===== config.mk =====
export PLATFORM = sky130hd
export DESIGN_NAME = multicycle_controller
export DESIGN_NICKNAME = d
export VERILOG_FILES = /design/src/rtl/multicycle_controller.sv
export SDC_FILE = /design/constraint.sdc
export NUM_CORES = 1
export LEC_CHECK = 0
export BUFFER_PORTS_ARGS = -buffer_cell sky130_fd_sc_hd__buf_2
export CAP_MARGIN = 20
export CORE_MARGIN = 4
export CORE_UTILIZATION = 55
export CTS_CLUSTER_SIZE = 8
export DETAILED_ROUTE_END_ITERATION = 8
export PLACE_DENSITY = 0.84
export SLEW_MARGIN = 20
export SYNTH_ARGS = -nofsm -noshare
export SYNTH_HDL_FRONTEND = slang
export SYNTH_SLANG_ARGS = --single-unit

===== constraint.sdc =====
create_clock -name clk -period 6 [get_ports clk]
set_input_delay 0.6 -clock clk [delete_from_list [all_inputs] [get_ports clk]]
set_output_delay 0.6 -clock clk [all_outputs]
set_load 0.02 [all_outputs]

===== src/rtl/multicycle_controller.sv =====
// multicycle_controller: control FSM for a multi-cycle RV32I datapath.
// Sequences fetch/decode/execute/memory/writeback around a mem_ready handshake.
module multicycle_controller #(
    parameter int ST_W = 4
) (
    input  logic       clk,
    input  logic       rst,
    input  logic [6:0] opcode,
    input  logic [2:0] func3,
    input  logic [6:0] func7,
    input  logic       zero,
    input  logic       sign,
    input  logic       mem_ready,
    output logic       PCWrite,
    output logic       AdrSrc,
    output logic       MemWrite,
    output logic       IRWrite,
    output logic [1:0] ResultSrc,
    output logic [1:0] ALUSrcA,
    output logic [1:0] ALUSrcB,
    output logic [2:0] Alu_func,
    output logic [2:0] ImmSrc,
    output logic       RegWrite,
    output logic       illegal
);

    typedef enum logic [ST_W-1:0] {
        S_FETCH    = 4'd0,
        S_DECODE   = 4'd1,
        S_MEM_ADR  = 4'd2,
        S_MEM_RD   = 4'd3,
        S_MEM_WB   = 4'd4,
        S_MEM_WR   = 4'd5,
        S_EXEC_R   = 4'd6,
        S_EXEC_I   = 4'd7,
        S_ALU_WB   = 4'd8,
        S_BRANCH   = 4'd9,
        S_JAL      = 4'd10,
        S_JALR_ADR = 4'd11,
        S_JALR_PC  = 4'd12,
        S_LUI      = 4'd13,
        S_ILLEGAL  = 4'd14
    } state_t;

    localparam logic [6:0] OP_R    = 7'b0110011;
    localparam logic [6:0] OP_I    = 7'b0010011;
    localparam logic [6:0] OP_LD   = 7'b0000011;
    localparam logic [6:0] OP_ST   = 7'b0100011;
    localparam logic [6:0] OP_BR   = 7'b1100011;
    localparam logic [6:0] OP_JAL  = 7'b1101111;
    localparam logic [6:0] OP_JALR = 7'b1100111;
    localparam logic [6:0] OP_LUI  = 7'b0110111;

    localparam logic [2:0] ALU_ADD  = 3'b000;
    localparam logic [2:0] ALU_SUB  = 3'b001;
    localparam logic [2:0] ALU_AND  = 3'b010;
    localparam logic [2:0] ALU_OR   = 3'b011;
    localparam logic [2:0] ALU_XOR  = 3'b100;
    localparam logic [2:0] ALU_SLT  = 3'b101;
    localparam logic [2:0] ALU_SLTU = 3'b110;

    localparam logic [1:0] RS_ALUOUT = 2'b00;
    localparam logic [1:0] RS_MDR    = 2'b01;
    localparam logic [1:0] RS_ALU    = 2'b10;
    localparam logic [1:0] RS_IMM    = 2'b11;

    localparam logic [1:0] SA_PC    = 2'b00;
    localparam logic [1:0] SA_OLDPC = 2'b01;
    localparam logic [1:0] SA_A     = 2'b10;

    localparam logic [1:0] SB_B   = 2'b00;
    localparam logic [1:0] SB_IMM = 2'b01;
    localparam logic [1:0] SB_4   = 2'b10;

    state_t     r_state;
    state_t     w_next;

    logic       r_fetch;
    logic       r_branch;
    logic       r_jmp;
    logic       r_adr;
    logic       r_mw;
    logic       r_rw;
    logic       r_ill;
    logic [1:0] r_rs;
    logic [1:0] r_sa;
    logic [1:0] r_sb;
    logic [2:0] r_alu;

    logic       w_is_r;
    logic       w_is_i;
    logic       w_is_ld;
    logic       w_is_st;
    logic       w_is_br;
    logic       w_is_jal;
    logic       w_is_jalr;
    logic       w_is_lui;

    logic       w_r_ok;
    logic       w_i_ok;
    logic       w_br_ok;
    logic       w_ls_ok;
    logic       w_jalr_ok;
    logic       w_taken;
    logic [2:0] w_r_alu;
    logic [2:0] w_i_alu;

    assign w_is_r    = (opcode == OP_R);
    assign w_is_i    = (opcode == OP_I);
    assign w_is_ld   = (opcode == OP_LD);
    assign w_is_st   = (opcode == OP_ST);
    assign w_is_br   = (opcode == OP_BR);
    assign w_is_jal  = (opcode == OP_JAL);
    assign w_is_jalr = (opcode == OP_JALR);
    assign w_is_lui  = (opcode == OP_LUI);

    // Only word loads/stores and plain jalr are implemented
    assign w_ls_ok   = (func3 == 3'b010);
    assign w_jalr_ok = (func3 == 3'b000);

    // R-type ALU op and legality from func7/func3
    always_comb begin
        w_r_alu = ALU_ADD;
        w_r_ok  = 1'b0;
        if (func7 == 7'h00) begin
            case (func3)
                3'b000: begin w_r_alu = ALU_ADD;  w_r_ok = 1'b1; end
                3'b010: begin w_r_alu = ALU_SLT;  w_r_ok = 1'b1; end
                3'b011: begin w_r_alu = ALU_SLTU; w_r_ok = 1'b1; end
                3'b110: begin w_r_alu = ALU_OR;   w_r_ok = 1'b1; end
                3'b111: begin w_r_alu = ALU_AND;  w_r_ok = 1'b1; end
                default: begin w_r_alu = ALU_ADD; w_r_ok = 1'b0; end
            endcase
        end else if (func7 == 7'h20 && func3 == 3'b000) begin
            w_r_alu = ALU_SUB;
            w_r_ok  = 1'b1;
        end
    end

    // I-type ALU op and legality from func3
    always_comb begin
        w_i_alu = ALU_ADD;
        w_i_ok  = 1'b1;
        case (func3)
            3'b000: w_i_alu = ALU_ADD;
            3'b010: w_i_alu = ALU_SLT;
            3'b011: w_i_alu = ALU_SLTU;
            3'b100: w_i_alu = ALU_XOR;
            3'b110: w_i_alu = ALU_OR;
            default: w_i_ok = 1'b0;
        endcase
    end

    // Branch condition from the A-B subtraction flags
    always_comb begin
        w_taken = 1'b0;
        w_br_ok = 1'b1;
        case (func3)
            3'b000: w_taken = zero;
            3'b001: w_taken = !zero;
            3'b100: w_taken = sign;
            3'b101: w_taken = !sign || zero;
            default: w_br_ok = 1'b0;
        endcase
    end

    // Immediate format follows the opcode regardless of state
    always_comb begin
        ImmSrc = 3'b000;
        unique case (1'b1)
            w_is_st:  ImmSrc = 3'b001;
            w_is_br:  ImmSrc = 3'b010;
            w_is_lui: ImmSrc = 3'b011;
            w_is_jal: ImmSrc = 3'b100;
            default:  ImmSrc = 3'b000;
        endcase
    end

    // Next-state selection
    always_comb begin
        w_next = r_state;
        unique case (r_state)
            S_FETCH: begin
                if (mem_ready) w_next = S_DECODE;
            end
            S_DECODE: begin
                unique case (1'b1)
                    w_is_ld && w_ls_ok:     w_next = S_MEM_ADR;
                    w_is_st && w_ls_ok:     w_next = S_MEM_ADR;
                    w_is_r && w_r_ok:       w_next = S_EXEC_R;
                    w_is_i && w_i_ok:       w_next = S_EXEC_I;
                    w_is_br && w_br_ok:     w_next = S_BRANCH;
                    w_is_jal:               w_next = S_JAL;
                    w_is_jalr && w_jalr_ok: w_next = S_JALR_ADR;
                    w_is_lui:               w_next = S_LUI;
                    default:                w_next = S_ILLEGAL;
                endcase
            end
            S_MEM_ADR:  w_next = w_is_st ? S_MEM_WR : S_MEM_RD;
            S_MEM_RD: begin
                if (mem_ready) w_next = S_MEM_WB;
            end
            S_MEM_WB:   w_next = S_FETCH;
            S_MEM_WR: begin
                if (mem_ready) w_next = S_FETCH;
            end
            S_EXEC_R:   w_next = S_ALU_WB;
            S_EXEC_I:   w_next = S_ALU_WB;
            S_ALU_WB:   w_next = S_FETCH;
            S_BRANCH:   w_next = S_FETCH;
            S_JAL:      w_next = S_ALU_WB;
            S_JALR_ADR: w_next = S_JALR_PC;
            S_JALR_PC:  w_next = S_ALU_WB;
            S_LUI:      w_next = S_FETCH;
            S_ILLEGAL:  w_next = S_FETCH;
            default:    w_next = S_FETCH;
        endcase
    end

    // State register; per-state outputs are registered from the next state
    always_ff @(posedge clk or posedge rst) begin
        if (rst) begin
            r_state  <= S_FETCH;
            r_fetch  <= 1'b1;
            r_branch <= 1'b0;
            r_jmp    <= 1'b0;
            r_adr    <= 1'b0;
            r_mw     <= 1'b0;
            r_rw     <= 1'b0;
            r_ill    <= 1'b0;
            r_rs     <= RS_ALU;
            r_sa     <= SA_PC;
            r_sb     <= SB_4;
            r_alu    <= ALU_ADD;
        end else begin
            r_state  <= w_next;
            r_fetch  <= 1'b0;
            r_branch <= 1'b0;
            r_jmp    <= 1'b0;
            r_adr    <= 1'b0;
            r_mw     <= 1'b0;
            r_rw     <= 1'b0;
            r_ill    <= 1'b0;
            r_rs     <= RS_ALUOUT;
            r_sa     <= SA_PC;
            r_sb     <= SB_B;
            r_alu    <= ALU_ADD;
            unique case (w_next)
                S_FETCH: begin
                    r_fetch <= 1'b1;
                    r_rs    <= RS_ALU;
                    r_sb    <= SB_4;
                end
                S_DECODE: begin
                    r_sa <= SA_OLDPC;
                    r_sb <= SB_IMM;
                end
                S_MEM_ADR, S_JALR_ADR: begin
                    r_sa <= SA_A;
                    r_sb <= SB_IMM;
                end
                S_MEM_RD: r_adr <= 1'b1;
                S_MEM_WB: begin
                    r_rs <= RS_MDR;
                    r_rw <= 1'b1;
                end
                S_MEM_WR: begin
                    r_adr <= 1'b1;
                    r_mw  <= 1'b1;
                end
                S_EXEC_R: begin
                    r_sa  <= SA_A;
                    r_alu <= w_r_alu;
                end
                S_EXEC_I: begin
                    r_sa  <= SA_A;
                    r_sb  <= SB_IMM;
                    r_alu <= w_i_alu;
                end
                S_ALU_WB: r_rw <= 1'b1;
                S_BRANCH: begin
                    r_branch <= 1'b1;
                    r_sa     <= SA_A;
                    r_alu    <= ALU_SUB;
                end
                S_JAL, S_JALR_PC: begin
                    r_jmp <= 1'b1;
                    r_sa  <= SA_OLDPC;
                    r_sb  <= SB_4;
                end
                S_LUI: begin
                    r_rs <= RS_IMM;
                    r_rw <= 1'b1;
                end
                S_ILLEGAL: r_ill <= 1'b1;
                default: r_fetch <= 1'b0;
            endcase
        end
    end

    // Enables are blocked while reset is asserted; fetch/branch terms are Mealy
    always_comb begin
        PCWrite   = !rst && ((r_fetch && mem_ready) || r_jmp ||
                             (r_branch && w_taken));
        IRWrite   = !rst && r_fetch && mem_ready;
        MemWrite  = !rst && r_mw;
        RegWrite  = !rst && r_rw;
        illegal   = !rst && r_ill;
        AdrSrc    = r_adr;
        ResultSrc = r_rs;
        ALUSrcA   = r_sa;
        ALUSrcB   = r_sb;
        Alu_func  = r_alu;
    end

endmodule

==> results of run 1 <==
-- layout by cell type (no fill, tap or decap), types with 2 or more instances in the layout --
| cell type | Yosys | routed |
|---|---|---|
| dfrtp_1 | 17 | 17 |
| nor2b_1 | 7 | 7 |
| nand2_1 | 10 | 10 |
| o211ai_1 | 3 | 3 |
| nor2_1 | 10 | 10 |
| a21o_1 | 4 | 4 |
| nand3_1 | 6 | 6 |
| nor3b_1 | 3 | 3 |
| o31ai_1 | 4 | 4 |
| dfstp_2 | 3 | 3 |
| and3_1 | 2 | 2 |
| inv_1 | 6 | 6 |
| a31o_2 | 2 | 2 |
| clkbuf_4 | 0 | 3 |
| o21ai_0 | 7 | 7 |
| nand4b_1 | 3 | 3 |
| o311ai_0 | 2 | 2 |
| nand2b_1 | 5 | 5 |
| nor3_1 | 2 | 2 |
| nand3b_1 | 3 | 3 |
| buf_2 | 3 | 39 |
| a21oi_1 | 10 | 10 |
| o22ai_1 | 2 | 2 |
| and3b_1 | 2 | 2 |
| xnor2_1 | 3 | 3 |
-- worst max-delay path by stage --
stage / from / end / cells past startpoint
floorplan: func7[1] / Alu_func[1] / 7
global placement: opcode[4] / Alu_func[1] / 7
detailed placement: opcode[4] / Alu_func[1] / 7
CTS: opcode[4] / Alu_func[1] / 7
global route: r_state[1] / Alu_func[0] / 7
finish: r_state[0] / ALUSrcA[0] / 7
-- cell families after synthesis --
group	after synthesis	synth area share (%)
simple gates	64	30.49
compound gates	47	25.14
flops	20	37.81
buf+inv	15	4.595
xor+xnor	3	1.970
-- routing by layer --
| layer | part of all wire, % | routed length [um] | GRT usage (%) |
|---|---|---|---|
| met5 | 0 | 0 | 0 |
| met4 | 1.9 | 64 | 6.291 |
| met3 | 6.4 | 211 | 2.715 |
| met2 | 51 | 1686 | 38.17 |
| met1 | 41 | 1337 | 28.90 |
-- flip-flops by register name, summed over array words and instances, names as in the netlist --
register   cells
r_jmp          1
AdrSrc         1
r_rw           1
ALUSrcA        2
r_ill          1
r_mw           1
ALUSrcB        2
r_fetch        1
r_state        4
Alu_func       3
ResultSrc      2
r_branch       1
-- metrics by stage --
step / std cells / worst slack, ns / hold WS [ns]
floorplan: 149 / 3.669 / 0.5673
global placement: 208 / 3.297 / 0.6768
detailed placement: 208 / 3.215 / 0.6555
CTS: 212 / 3.534 / 0.4782
global route: 212 / 3.372 / 0.5217
finish: 212 / 3.488 / 0.4518
-- final cells by class --
cell class	instances	area [um^2]	share of cell area [%]
multi-input combinational	114	768.2	49.08
sequential	20	504.2	32.21
timing repair buffer	39	195.2	12.47
clock buffer	4	36.28	2.318
tap	28	35.03	2.238
inverter	7	26.28	1.679
-- critical path, delay by kind of cell, from the launching register on --
kind,cells,cell delay (ns)
buffers and inverters,1,0.13
DFF,1,0.62
and+or+nand+nor,3,0.69
AOI/OAI and AO/OA,3,0.95
-- where the power goes --
part / switching (uW) / leakage, uW / internal, uW
logic: 205 / 0.000467 / 132
clock network: 38.2 / 0.0000210 / 37.0
registers: 46.3 / 0.000259 / 189
total: 289 / 0.000747 / 358
==> results.json, run 1 <==
{
  "synth_area_um2": 1334,
  "clock_sinks": 20,
  "grtUsageTotal_pct": 22.04,
  "relSlewSlack_pct": 47.84,
  "cp_slowest_cell": "dfrtp_1",
  "clock.fmax_ghz": 0.3981,
  "dp_hpwl_um": 2580,
  "clock_latency_ns": 0.30,
  "rows": 17,
  "crit_type": "flop to flop",
  "wl_per_cell_um": 15.56,
  "start_util_pct": 59.16,
  "cpPeakStageDelay_ns": 0.62,
  "r2r_end": "ALUSrcA[0]",
  "post-route-util_pct": 69.42,
  "firstDrtPassIters": 4,
  "die_area_um2": 3277,
  "syn_inst": 149,
  "clk_pin_slew_worst_paths_ns": 0.11,
  "io_buffers": 39,
  "synth_area_leaders": "dfrtp_1 (32%), dfstp_2 (5.9%), a21oi_1 (3.8%)",
  "grt_max_degree": 22,
  "antennaDiodeCount": 0,
  "setup_tns_ns": 0,
  "power_density_nw_per_um2": 413.8,
  "drive_gt1_share_pct": 30.98,
  "hold_viol": 0,
  "synth_commonest_cells": "dfrtp_1 (17), a21oi_1 (10), nand2_1 (10), nor2_1 (10)",
  "postCtsSetupRepairBufs": 0,
  "power.leakage_uw": 0.0007473,
  "endpoint_kind": "flop",
  "crit_path_max_fanout": 14,
  "mappedNetlistNets": 171,
  "fin_nets": 207,
  "h-tree-depth": 1,
  "die_h_um": 57.25,
  "setup_viol": 0,
  "worstRegToRegCells": 7,
  "fin_worst_skew_ns": 0.006288,
  "vdd_drop_max_mv": 0.2396,
  "synth_seq_area_share_pct": 37.80,
  "hold_buffers": 0,
  "place_area_um2": 1529,
  "antenna_found_initial": 0,
  "reg2reg_from": "r_state[0]",
  "outcome": "finished, final reports clean",
  "drt_iter0_markers": 41,
  "finish.instance_area_um2": 1565,
  "required_ns": 6.18,
  "path_cells": "nor4b_4 -> and2_1 -> a32oi_1 -> o311a_2 -> inv_2 -> nor2_1 -> a311o_1",
  "ys_types": 51,
  "rrSetupSlack_ns": 3.49,
  "synth.avg_cell_area_um2": 8.952,
  "area_delta_synth_final_pct": 17.35,
  "grt-ovfl-total": 0,
  "layout_min_cycle_time_ns": 2.512,
  "worst-slew-pin-transition_ns": 0.7823,
  "period_share_pct": 41.86,
  "ys.flop_type": "dfrtp_1",
  "ys_ff_latch": 20,
  "synth_async_sr_flop_share_pct": 100.0,
  "startpoint_type": "flop",
  "yosysTopAreaCellShare_pct": 31.89,
  "min_path_type": "input port to async pin",
  "cts_made_buffers": 3,
  "nFillCells": 204,
  "totalPowerFinal_uw": 647.7,
  "synthMostInstantiatedCell": "dfrtp_1",
  "cts_root_buf": "clkbuf_4",
  "cts.path.max_buffers": 2,
  "yosys_warnings": 0,
  "vias": 1296,
  "drt_wl_total_um": 3299,
  "coreArea_um2": 2255,
  "rsz0062_at_grt": "false",
  "cts_tree": "done",
  "route.detailed.drc": 0,
  "grt_pass1_wl_um": 5761,
  "io_pins": 40,
  "synth_edf_count": 0,
  "vias_per_cell": 6.113,
  "slew_violations": 0,
  "antenna_left": 0,
  "grt_pass1_vias": 1222,
  "max_cap_violations": 0,
  "die_x_um": 57.25,
  "yosysTopAreaCell": "dfrtp_1",
  "routabilityCongestion": 0.8681,
  "cts_resized": 0,
  "crit_arrival_ns": 2.69
}
(Power assumes the default switching activity.)
==> run 2, diff against run 1 <==
CORE_UTILIZATION = 46   (was 55)
PLACE_DENSITY = 0.75   (was 0.84)
clock period = 2.2 ns   (was 6 ns; I/O delays follow)
==> results.json, run 2 (same netlist as run 1, synthesis figures left out) <==
{
  "vias_per_cell": 5.878,
  "vdd_drop_max_mv": 0.9766,
  "grt_pass1_vias": 1309,
  "die_x_um": 61.85,
  "hold_viol": 0,
  "worst-slew-pin-transition_ns": 0.4382,
  "worstRegToRegCells": 8,
  "met2_usage_pct": 35.13,
  "startpoint_type": "flop",
  "die_h_um": 61.85,
  "cts_root_buf": "clkbuf_4",
  "layout_min_cycle_time_ns": 2.131,
  "reg2reg_from": "r_state[2]",
  "antennaDiodeCount": 0,
  "h-tree-depth": 1,
  "cts_made_buffers": 3,
  "area_delta_synth_final_pct": 29.27,
  "crit_path_max_fanout": 11,
  "crit_type": "flop to flop",
  "grt.busiest_layer": "met2",
  "clock_sinks": 20,
  "path_cells": "buf_4 -> a21oi_2 -> o31ai_1 -> a21oi_1 -> o31ai_1 -> buf_4 -> or4_4 -> a21oi_2",
  "cp_slowest_cell": "or4_4",
  "power_density_nw_per_um2": 1169,
  "drt_iter0_markers": 39,
  "grtUsageTotal_pct": 19.20,
  "cts.path.max_buffers": 2,
  "power.leakage_uw": 0.0008398,
  "start_util_pct": 48.37,
  "relSlewSlack_pct": 70.52,
  "setup_tns_ns": 0,
  "coreArea_um2": 2758,
  "dp_hpwl_um": 2673,
  "post-route-util_pct": 62.52,
  "nFillCells": 229,
  "crit_arrival_ns": 2.37,
  "required_ns": 2.44,
  "rrSetupSlack_ns": 0.07,
  "clock.fmax_ghz": 0.4693,
  "cts_tree": "done",
  "slew_violations": 0,
  "timing.hold.ws_ns": 0.2163,
  "endpoint_kind": "flop",
  "wl_per_cell_um": 15.23,
  "top_register": "r_state",
  "mostFrequentLayoutCell": "buf_2",
  "min_path_type": "input port to flop",
  "r2r_end": "Alu_func[1]",
  "setup_viol": 0,
  "grt_max_degree": 22,
  "antenna_left": 0,
  "io_buffers": 39,
  "fin_nets": 222,
  "die_area_um2": 3825,
  "cpPeakStageDelay_ns": 0.55,
  "vias": 1352,
  "antenna_found_initial": 0,
  "final_cell_mix": "buf_2 (39), dfrtp_1 (17), buf_4 (14), nand2_1 (10), nor2_1 (10)",
  "min_from": "func3[0]",
  "largest_reg_flops": 4,
  "fin_worst_skew_ns": 0.008709,
  "clk_pin_slew_worst_paths_ns": 0.12,
  "rows": 19,
  "route.detailed.drc": 0,
  "drt_wl_total_um": 3503,
  "grt_pass1_wl_um": 5582,
  "clock_latency_ns": 0.30,
  "firstDrtPassIters": 4,
  "cp-startpoint": "r_state[2]",
  "hold_end": "Alu_func[0]",
  "met3_usage_pct": 3.099,
  "groute.layer.met1.usage_pct": 23.21,
  "io_pins": 40,
  "drive_gt1_share_pct": 37.19,
  "routabilityCongestion": 0.8408,
  "max_cap_violations": 0,
  "grt-ovfl-total": 0,
  "whs_path_depth": 2,
  "period_share_pct": 96.86,
  "outcome": "finished, final reports clean"
}
## run 2: cell types whose count changed in the layout (fill, tap and decap cells not counted), sizes merged
cell | previous run | this run
bufinv | 0 | 1
dlygate4sd3 | 0 | 1
buf | 39 | 53
clkbuf | 4 | 3
## run 2: area by class of cell
class,count,area [um^2],area share [%]
Clock buffer,3,22.52,1.306
Multi-Input combinational cell,114,789.5,45.79
Clock inverter,1,30.03,1.742
Sequential cell,20,504.2,29.25
Inverter,7,28.78,1.669
Tap cell,31,38.79,2.250
Timing Repair Buffer,54,310.3,18.00
## run 2: where the power goes
group	internal, uW	switching (uW)	leakage [uW]	total, uW
combinational	477	674	0.000553	1150
sequential	517	48.8	0.000259	566
clock	184	114	0.0000279	299
total	1180	838	0.000840	2020
## run 2: worst max-delay path, delay by kind of cell (launching register included)
| kind | cells | cell delay (ns) |
|---|---|---|
| flops | 1 | 0.45 |
| buf+inv | 2 | 0.37 |
| compound gates | 5 | 0.70 |
| simple gates | 1 | 0.55 |
## run 2: routing by layer
metal,routed length (um),part of all wire (%)
met5,0,0
met4,42,1.2
met2,1772,51
met1,1458,42
met3,230,6.6
## run 2: metrics by stage
step                power [uW]  setup WS [ns]  instances  instance area [um^2]
CTS                       1970       0.007900        229                  1693
global route              2166       -0.06022        230                  1724
detailed placement        1664        0.02966        224                  1630
global placement          1620        0.07025        224                  1630
finish                    2016        0.06914        230                  1724
floorplan                 1327         0.1108        149                  1334
## run 2: worst max-delay path by stage
stage                  end  cells after the start
6_report       Alu_func[1]                      8
5_1_grt        Alu_func[1]                      8
4_1_cts         ALUSrcA[0]                      7
3_5_place_dp   Alu_func[1]                      8
3_3_place_gp   Alu_func[1]                      7
2_1_floorplan   ALUSrcA[0]                      8
## run 2: repair_timing
| action | CTS | global route |
|---|---|---|
| buffers inserted | 0 | 1 |
| hold buffers | 1 | 0 |
| resized for setup | 0 | 5 |
| endpoints found under the hold margin | 17 | 0 |
| endpoints found under the setup margin | 0 | 4 |
==> run 3, diff against run 2 <==
==> constraint.sdc (replaced) <==
create_clock -name clk -period 2.2 [get_ports clk]
set_input_delay 0.22 -clock clk [delete_from_list [all_inputs] [get_ports clk]]
set_output_delay 0.22 -clock clk [all_outputs]
set_load 0.05 [all_outputs]
==> results.json, run 3 (same netlist as run 1, synthesis figures left out) <==
{
  "postCtsSetupRepairBufs": 0,
  "routabilityCongestion": 0.8417,
  "power_density_nw_per_um2": 1229,
  "io_buffers": 39,
  "io_pins": 40,
  "setup_viol": 0,
  "crit_path_max_fanout": 7,
  "power.leakage_uw": 0.0008166,
  "groute.layer.met1.usage_pct": 24.07,
  "totalPowerFinal_uw": 2067,
  "crit_type": "flop to flop",
  "startpoint_type": "flop",
  "cts_made_buffers": 3,
  "firstDrtPassIters": 4,
  "grtUsageTotal_pct": 18.97,
  "max_cap_violations": 0,
  "finish.instance_area_um2": 1682,
  "route.detailed.drc": 0,
  "crit_arrival_ns": 2.29,
  "r2r_end": "ALUSrcA[0]",
  "required_ns": 2.39,
  "clock.fmax_ghz": 0.4748,
  "post-route-util_pct": 60.98,
  "cp-startpoint": "r_state[1]",
  "antenna_found_initial": 0,
  "cts_root_buf": "clkbuf_4",
  "cts.path.max_buffers": 2,
  "die_h_um": 61.85,
  "coreArea_um2": 2758,
  "met2_usage_pct": 33.93,
  "relSlewSlack_pct": 65.71,
  "grt.busiest_layer": "met2",
  "min_path_type": "input port to async pin",
  "antennaDiodeCount": 0,
  "rows": 19,
  "final_cell_mix": "buf_2 (39), dfrtp_1 (17), buf_4 (13), nand2_1 (10), nor2_1 (10)",
  "clock_sinks": 20,
  "layout_min_cycle_time_ns": 2.106,
  "slew_violations": 0,
  "vdd_drop_max_mv": 0.9604,
  "hold_viol": 0,
  "rrSetupSlack_ns": 0.09,
  "drt_iter0_markers": 45,
  "drive_gt1_share_pct": 37.56,
  "cts_tree": "done",
  "setup_ws_ns": 0.09366,
  "wl_per_cell_um": 14.93,
  "grt_pass1_vias": 1269,
  "die_area_um2": 3825,
  "met3_usage_pct": 3.719,
  "dp_hpwl_um": 2730,
  "antenna_left": 0,
  "vias": 1340,
  "reg2reg_from": "r_state[1]",
  "worst-slew-pin-transition_ns": 0.5097,
  "die_x_um": 61.85,
  "outcome": "finished, final reports clean",
  "grt_pass1_wl_um": 5485,
  "drt_wl_total_um": 3405,
  "grt-ovfl-total": 0,
  "area_delta_synth_final_pct": 26.08,
  "worstRegToRegCells": 7,
  "grt_max_degree": 21,
  "fin_worst_skew_ns": 0.001010,
  "top_register": "r_state",
  "vias_per_cell": 5.877,
  "place_ws_ns": 0.02539,
  "clk_pin_slew_worst_paths_ns": 0.10,
  "mostFrequentLayoutCell": "buf_2",
  "crit_end": "ALUSrcA[0]",
  "setup_tns_ns": 0,
  "place_area_um2": 1630,
  "endpoint_kind": "flop",
  "start_util_pct": 48.37,
  "largest_reg_flops": 4,
  "period_share_pct": 95.74,
  "h-tree-depth": 1,
  "clock_latency_ns": 0.29,
  "fin_nets": 220
}
## run 3: timing repair
item	4_1_cts	5_1_grt
resized for setup	0	4
hold buffers	0	0
hold endpoints to repair	0	0
endpoints found under the setup margin	0	4
## run 3: worst min path at each step
| stage | from | endpoint | slack (ns) |
|---|---|---|---|
| floorplan | rst | ALUSrcA[0] | 0.19 |
| global placement | rst | ALUSrcB[0] | 0.33 |
| detailed placement | rst | ALUSrcA[1] | 0.34 |
| CTS | rst | ALUSrcA[1] | 0.01 |
| global route | rst | r_jmp | 0.02 |
| finish | rst | r_jmp | 0.004 |
## run 3: metrics by stage
stage,std cells,hold WS [ns]
final,228,0.003742
after global routing,228,0.01781
after CTS,228,0.01028
after detailed placement,224,0.3371
after global placement,224,0.3306
after floorplan,149,0.1873
## run 3: layout make-up
type,instances,area [um^2]
well taps,31,38.79
flip-flops and latches,20,504.2
multi-input cells,114,783.3
inverters,7,26.28
fillers,248,1076
repair buffers,52,292.8
clock buffers,4,36.28
## run 3: power by group
part           total (uW)  switching (uW)  internal [uW]
logic                1300             841            454
registers             567            48.9            518
clock network         205             104            101
total                2070             994           1070
## run 3: worst max-delay path, stage by stage, from the launching register on
cell and delay, ns:
dfrtp_1 0.42, nor4b_4 0.31, and2_4 0.18, a32oi_1 0.11
o311a_2 0.40, inv_2 0.13, nor2_1 0.09, a311o_1 0.35
## run 3: routing by layer
layer  vias up  routed length (um)
li1        657                   -
met1       636                1458
met2        45                1738
met3         2                 187
met4         0                  20
met5         -                   0
